<file path="src/rtl/inst_fetch_unit_pkg.sv">
// Shared constants for the instruction-fetch sequencer: widths, reset PC,
// debug starvation limit and the FSM state encodings.
package inst_fetch_unit_pkg;

  localparam int AW           = 6;
  localparam int DW           = 32;
  localparam int DBG_MAX_WAIT = 4;
  localparam int CW           = $clog2(DBG_MAX_WAIT + 1);

  // Word 0 of the ROM is reserved empty, so execution starts at word 1.
  localparam logic [AW-1:0] RESET_PC = 6'h01;

  localparam logic [CW-1:0] WAIT_MAX = CW'(DBG_MAX_WAIT);

  localparam logic [1:0] S_RUN   = 2'd0;
  localparam logic [1:0] S_STEAL = 2'd1;
  localparam logic [1:0] S_HALT  = 2'd2;

  // PC increment wraps modulo 2^AW (6'h3F + 1 = 6'h00).
  function automatic logic [AW-1:0] pc_inc(input logic [AW-1:0] pc);
    return pc + AW'(1);
  endfunction

endpackage

</file>
<file path="src/rtl/inst_fetch_unit.sv">
// Instruction-fetch sequencer. Owns the address port of the combinational
// instruction ROM, keeps the PC, and registers each fetched word into a
// valid/ready slot for decode. The same ROM port serves a debug readout,
// with a starvation counter that steals a fetch cycle when debug waits
// too long.
//
//   state   | meaning
//   --------+-----------------------------------------------------------
//   S_RUN   | fetch has ROM priority; debug only gets idle cycles
//   S_STEAL | one cycle where debug owns the ROM, fetch is suspended
//   S_HALT  | halt asserted; no fetching, debug owns the ROM every cycle
//
// A redirect (br_taken) beats everything in every state. If it lands on
// the steal cycle, the steal is retried on the following cycle.
module inst_fetch_unit
  import inst_fetch_unit_pkg::*;
(
  input  logic          clk,
  input  logic          rst,
  output logic [AW-1:0] rom_addr,
  input  logic [DW-1:0] rom_inst,
  output logic          if_valid,
  output logic [DW-1:0] if_inst,
  output logic [AW-1:0] if_pc,
  input  logic          if_ready,
  input  logic          br_taken,
  input  logic [AW-1:0] br_target,
  input  logic          halt,
  input  logic          dbg_req,
  input  logic [AW-1:0] dbg_addr,
  output logic          dbg_ack,
  output logic [DW-1:0] dbg_data
);

  logic [1:0]    state_q, state_d;
  logic [AW-1:0] pc_q, pc_d;
  logic          if_valid_q, if_valid_d;
  logic [DW-1:0] if_inst_q, if_inst_d;
  logic [AW-1:0] if_pc_q, if_pc_d;
  logic          dbg_ack_q, dbg_ack_d;
  logic [DW-1:0] dbg_data_q, dbg_data_d;
  logic [CW-1:0] wait_q, wait_d;

  logic slot_free;
  logic dbg_owns;
  logic do_fetch;
  logic do_dbg;
  logic steal_due;

  // ROM ownership for this cycle: redirect, then debug-owned states,
  // then fetch when the slot can accept, then debug in leftover cycles.
  always_comb begin
    slot_free = !if_valid_q || if_ready;
    dbg_owns  = (state_q == S_STEAL) || (state_q == S_HALT);
    do_fetch  = !br_taken && (state_q == S_RUN) && slot_free;
    do_dbg    = !br_taken && dbg_req && (dbg_owns || !slot_free);
    steal_due = dbg_req && !do_dbg && (wait_q == WAIT_MAX);
  end

  // ROM address mux; parked at the reset PC while reset is held so no
  // debug read can be serviced during reset.
  always_comb begin
    rom_addr = pc_q;
    if (rst) begin
      rom_addr = RESET_PC;
    end else if (br_taken) begin
      rom_addr = br_target;
    end else if (do_dbg) begin
      rom_addr = dbg_addr;
    end
  end

  // Slot and PC update: redirect discards the current slot, fetch loads
  // the next word, otherwise a consumed slot just empties.
  always_comb begin
    pc_d       = pc_q;
    if_valid_d = if_valid_q;
    if_inst_d  = if_inst_q;
    if_pc_d    = if_pc_q;
    if (br_taken) begin
      if_valid_d = 1'b1;
      if_inst_d  = rom_inst;
      if_pc_d    = br_target;
      pc_d       = pc_inc(br_target);
    end else if (do_fetch) begin
      if_valid_d = 1'b1;
      if_inst_d  = rom_inst;
      if_pc_d    = pc_q;
      pc_d       = pc_inc(pc_q);
    end else if (if_valid_q && if_ready) begin
      if_valid_d = 1'b0;
    end
  end

  // Debug read completion: ack pulses for one cycle, data holds until
  // the next grant.
  always_comb begin
    dbg_ack_d  = do_dbg;
    dbg_data_d = dbg_data_q;
    if (do_dbg) begin
      dbg_data_d = rom_inst;
    end
  end

  // Starvation counter: counts ungranted cycles of a pending request and
  // saturates; any grant (or a withdrawn request) clears it.
  always_comb begin
    wait_d = wait_q;
    if (!dbg_req || do_dbg) begin
      wait_d = '0;
    end else if (wait_q != WAIT_MAX) begin
      wait_d = wait_q + CW'(1);
    end
  end

  // FSM next state.
  always_comb begin
    state_d = state_q;
    case (state_q)
      S_RUN: begin
        if (halt) begin
          state_d = S_HALT;
        end else if (steal_due) begin
          state_d = S_STEAL;
        end
      end
      S_STEAL: begin
        if (halt) begin
          state_d = S_HALT;
        end else if (br_taken && dbg_req) begin
          state_d = S_STEAL;
        end else begin
          state_d = S_RUN;
        end
      end
      S_HALT: begin
        if (!halt) begin
          state_d = steal_due ? S_STEAL : S_RUN;
        end
      end
      default: state_d = S_RUN;
    endcase
  end

  // State registers with asynchronous active-high reset.
  always_ff @(posedge clk or posedge rst) begin
    if (rst) begin
      state_q    <= S_RUN;
      pc_q       <= RESET_PC;
      if_valid_q <= 1'b0;
      if_inst_q  <= '0;
      if_pc_q    <= '0;
      dbg_ack_q  <= 1'b0;
      dbg_data_q <= '0;
      wait_q     <= '0;
    end else begin
      state_q    <= state_d;
      pc_q       <= pc_d;
      if_valid_q <= if_valid_d;
      if_inst_q  <= if_inst_d;
      if_pc_q    <= if_pc_d;
      dbg_ack_q  <= dbg_ack_d;
      dbg_data_q <= dbg_data_d;
      wait_q     <= wait_d;
    end
  end

  assign if_valid = if_valid_q;
  assign if_inst  = if_inst_q;
  assign if_pc    = if_pc_q;
  assign dbg_ack  = dbg_ack_q;
  assign dbg_data = dbg_data_q;

endmodule

</file>
<file path="config.mk">
export PLATFORM = sky130hd
export DESIGN_NAME = inst_fetch_unit
export DESIGN_NICKNAME = d
export VERILOG_FILES = /design/src/rtl/inst_fetch_unit_pkg.sv /design/src/rtl/inst_fetch_unit.sv
export SDC_FILE = /design/constraint.sdc
export NUM_CORES = 1
export LEC_CHECK = 0
export ABC_AREA = 1
export CAP_MARGIN = 10
export CORE_ASPECT_RATIO = 0.5
export CORE_MARGIN = 10
export CORE_UTILIZATION = 40
export CTS_CLUSTER_DIAMETER = 150
export DETAILED_ROUTE_END_ITERATION = 12
export PLACE_DENSITY = 0.76
export SETUP_SLACK_MARGIN = 0.2
export SYNTH_ARGS = -nofsm -noshare
export SYNTH_HDL_FRONTEND = slang
export SYNTH_SLANG_ARGS = --single-unit
</file>
<file path="constraint.sdc">
create_clock -name clk -period 5.65 [get_ports clk]
set_input_delay 1.695 -clock clk [delete_from_list [all_inputs] [get_ports clk]]
set_output_delay 1.695 -clock clk [all_outputs]
set_load 0.005 [all_outputs]
</file>
==> summary.txt <==
Outcome
  – Status: finished clean

Clock tree
  – H-tree Lvls: 3
  – TritonCTS clock tree: yes
  – Clock Latency Late Sink: roughly 0.33 ns
  – CTS max path bufs: 2
  – CTS clk-pin slew, worst paths: 0.06 ns
  – Clock root buffer master: clkbuf_16
  – Postcts setup bufs: 0
  – # resized after CTS: 0
  – TritonCTS Buffers: 9
  – TritonCTS Sinks: 83
  – Post-CTS Hold Buffers: 0

Route
  – Post-DR wirelength/cell: 14.9 microns
  – Total wire length: 9740 microns
  – Routed vias/inst: between 4 and 5
  – Starting DRT DRC Count: about 180
  – TritonRoute pass-1 iters: 4
  – Routed vias: between 3,000 and 4,000
  – Routed Antenna Nets: 0
  – Remaining DRCs: 0

Min path
  – Worst Hold Class: reg -> reg
  – Hold depth: 2
  – Min-delay src: if_inst[14]
  – Min-Delay Endpoint: if_inst[14]

Placement
  – Post-Place Worst Slack: roughly 0.46 ns
  – Dpl cell area: 0.00487 sq mm
  – # port buffers: ~130
  – GPL Wtd Cong: approximately 0.83
  – DPL Wire Length: just over 7000 microns

Floorplan
  – Die H: around 86 microns
  – Core box area: ~0.0082 sq mm
  – Total die area: approximately 0.013 sq mm
  – Starting Density: between 40% and 50%
  – I/O pin count: 128
  – Die W: between 150 and 200 microns
  – Site Rows: 23

STA
  – Final setup viols: 0
  – Worst setup margin: 0.451 ns
  – Hold WS: between 0.4 and 0.5 ns
  – Fin Setup TNS: 0 ns
  – Slew @ Worst Pin: about 1.1 ns
  – Worst relative slew slack: slightly below 30%
  – Period utilization: between 90% and 100%
  – F_max: around 190 MHz
  – RSZ-0062 raised after global routing: false
  – Final Critical Period: roughly 5.2 ns
  – Final Max Slew Viols: 0
  – Clk_skew: approximately 0.0052 ns
  – Final hold vios: 0

Setup path
  – Startpoint types: input port
  – Critical setup path kind: in -> out
  – Crit Path Max Fanout: 11
  – Worst R2R Setup Slack: 3.21 ns
  – Reg2reg start: state_q[0]
  – Worst r2r dst: if_inst[26]
  – Crit path DAT: about 3.5 ns
  – Setup crit end kind: primary output
  – Req. time, crit path: between 3 and 4 ns
  – Reg2Reg Depth: 7

GRT
  – First-pass GRT wire length: about 16,000 microns
  – Initial antenna violation count: 0
  – Vias in the first global route: 3,046
  – Total GRT Usage: between 10 and 15%
  – Largest net degree at the start of global routing: 84
  – Total gr overflow: 0

Yosys
  – YS warnings: 0
  – Async set-or-reset flop fraction in the synthesized netlist: 100%
  – EDFF count, synth: 0
  – Syn_nets: 467
  – Synth Flop Type: dfrtp_1
  – Top cell type's share of synthesized area: 58.8%
  – Mapped Area: between 0.003 and 0.004 sq mm
  – Sequential area share after synthesis: about three fifths
  – Syn Area/Cell: 8.51 sq um
  – Flops & latches, synth: a little over 80
  – Most frequent cell after synthesis: nand2_1
  – Post-synthesis cell count: 410
  – Synth area leader: dfrtp_1
  – Top cells by area, synth: dfrtp_1, nand2_1, o21ai_0
  – Synth cell count leaders: nand2_1, dfrtp_1, o21ai_0
  – Distinct cell type count after synthesis: 24

Power and ir drop
  – Lkg Pwr: approximately 2.6 nW
  – Peak VDD IR: 0.219 mV
  – PwrDens: ~470 mW/mm^2

Cells and area
  – Seq. cell area: approximately 0.0021 sq mm
  – Finished layout cell area: roughly 0.0052 sq mm
  – Diode count: 0
  – Fill cell count: 720
  – # nets final: between 500 and 600
  – Area Growth Syn to Fin: 48.5%
  – Share of layout cells above drive strength 1: 5.71%
  – Multi-input logic area: between 0.001 and 0.0015 sq mm

Job
  – Maxcap violations: 0
==> layout by cell type, fill, tap and decap left out, types with 2 or more instances in the layout <==
cell type	netlist	final
ha_1	7	7
clkinv_2	0	2
nand3_1	10	10
inv_2	2	2
dfrtp_1	82	82
clkbuf_8	0	2
nor2_1	6	6
clkdlybuf4s50_1	0	127
a31oi_1	3	3
nand2_2	2	2
o21ai_0	38	38
a21oi_1	5	5
o21a_1	2	2
nand2_1	199	199
buf_4	1	6
clkbuf_16	0	9
inv_1	30	29
==> logic make-up (layout without fill, tap and decap cells) <==
group / after synthesis / count (layout) / share of synthesized area (%)
compound gates: 50 / 50 / 7.56
buf+inv: 48 / 181 / 5.63
flops: 83 / 83 / 59.5
xor+xnor: 1 / 1 / 0.251
fa+ha+maj: 7 / 7 / 2.51
simple gates: 221 / 221 / 24.5
==> final cells by class <==
class	instances	area share (%)
clock inverter	5	1.16
inverter	32	2.34
tap	112	2.70
clock buffer	11	4.87
timing repair buffer	133	25.4
sequential	83	40.1
multi-input combinational	279	23.5
==> where the power goes <==
group | switching [W] | internal, W | total, W
Clock | 0.000230 | 0.000368 | 0.000598
Sequential | 0.000122 | 0.000818 | 0.000941
Combinational | 0.000401 | 0.000498 | 0.000899
==> sequential cells by signal (all words and copies together) (netlist names) <==
| signal | count |
|---|---|
| dbg_ack | 1 |
| dbg_data | 32 |
| if_inst | 32 |
| if_pc | 6 |
| if_valid | 1 |
| pc_q | 6 |
| state_q | 2 |
| wait_q | 3 |
==> stage by stage <==
stage | util (%) | power [W] | instances
final | 63.0 | 0.00244 | 655
after detailed placement | 59.2 | 0.00186 | 639
after global routing | 63.0 | 0.00262 | 655
after CTS | 63.0 | 0.00248 | 655
after floorplan | - | 0.00129 | 410
after global placement | 59.2 | 0.00184 | 639
==> worst max-delay path by stage <==
stage,cells after the start,to,startpoint,slack [ns]
floorplan,2,rom_addr[0],rst,0.30
finish,8,rom_addr[2],br_taken,0.45
CTS,8,rom_addr[2],br_taken,0.46
detailed placement,8,rom_addr[2],br_taken,0.46
global placement,8,rom_addr[4],dbg_req,0.55
global route,8,rom_addr[2],br_taken,0.33
==> layer usage <==
layer / global-route usage [%] / up-vias / wire length (microns)
li1: - / 1527 / -
met1: 16.4 / 1415 / 4010
met2: 26.0 / 82 / 4950
met3: 5.53 / 11 / 649
met4: 4.78 / 0 / 123
met5: 0 / - / 0
==> critical path: stages <==
cell             delay, ns
clkdlybuf4s50_1       0.43
buf_4                 0.18
inv_1                 0.20
nand2_1               0.13
nand2_1               0.08
o21ai_0               0.08
a21oi_1               0.16
clkdlybuf4s50_1       0.55
Power figures use the tool's default switching activity.
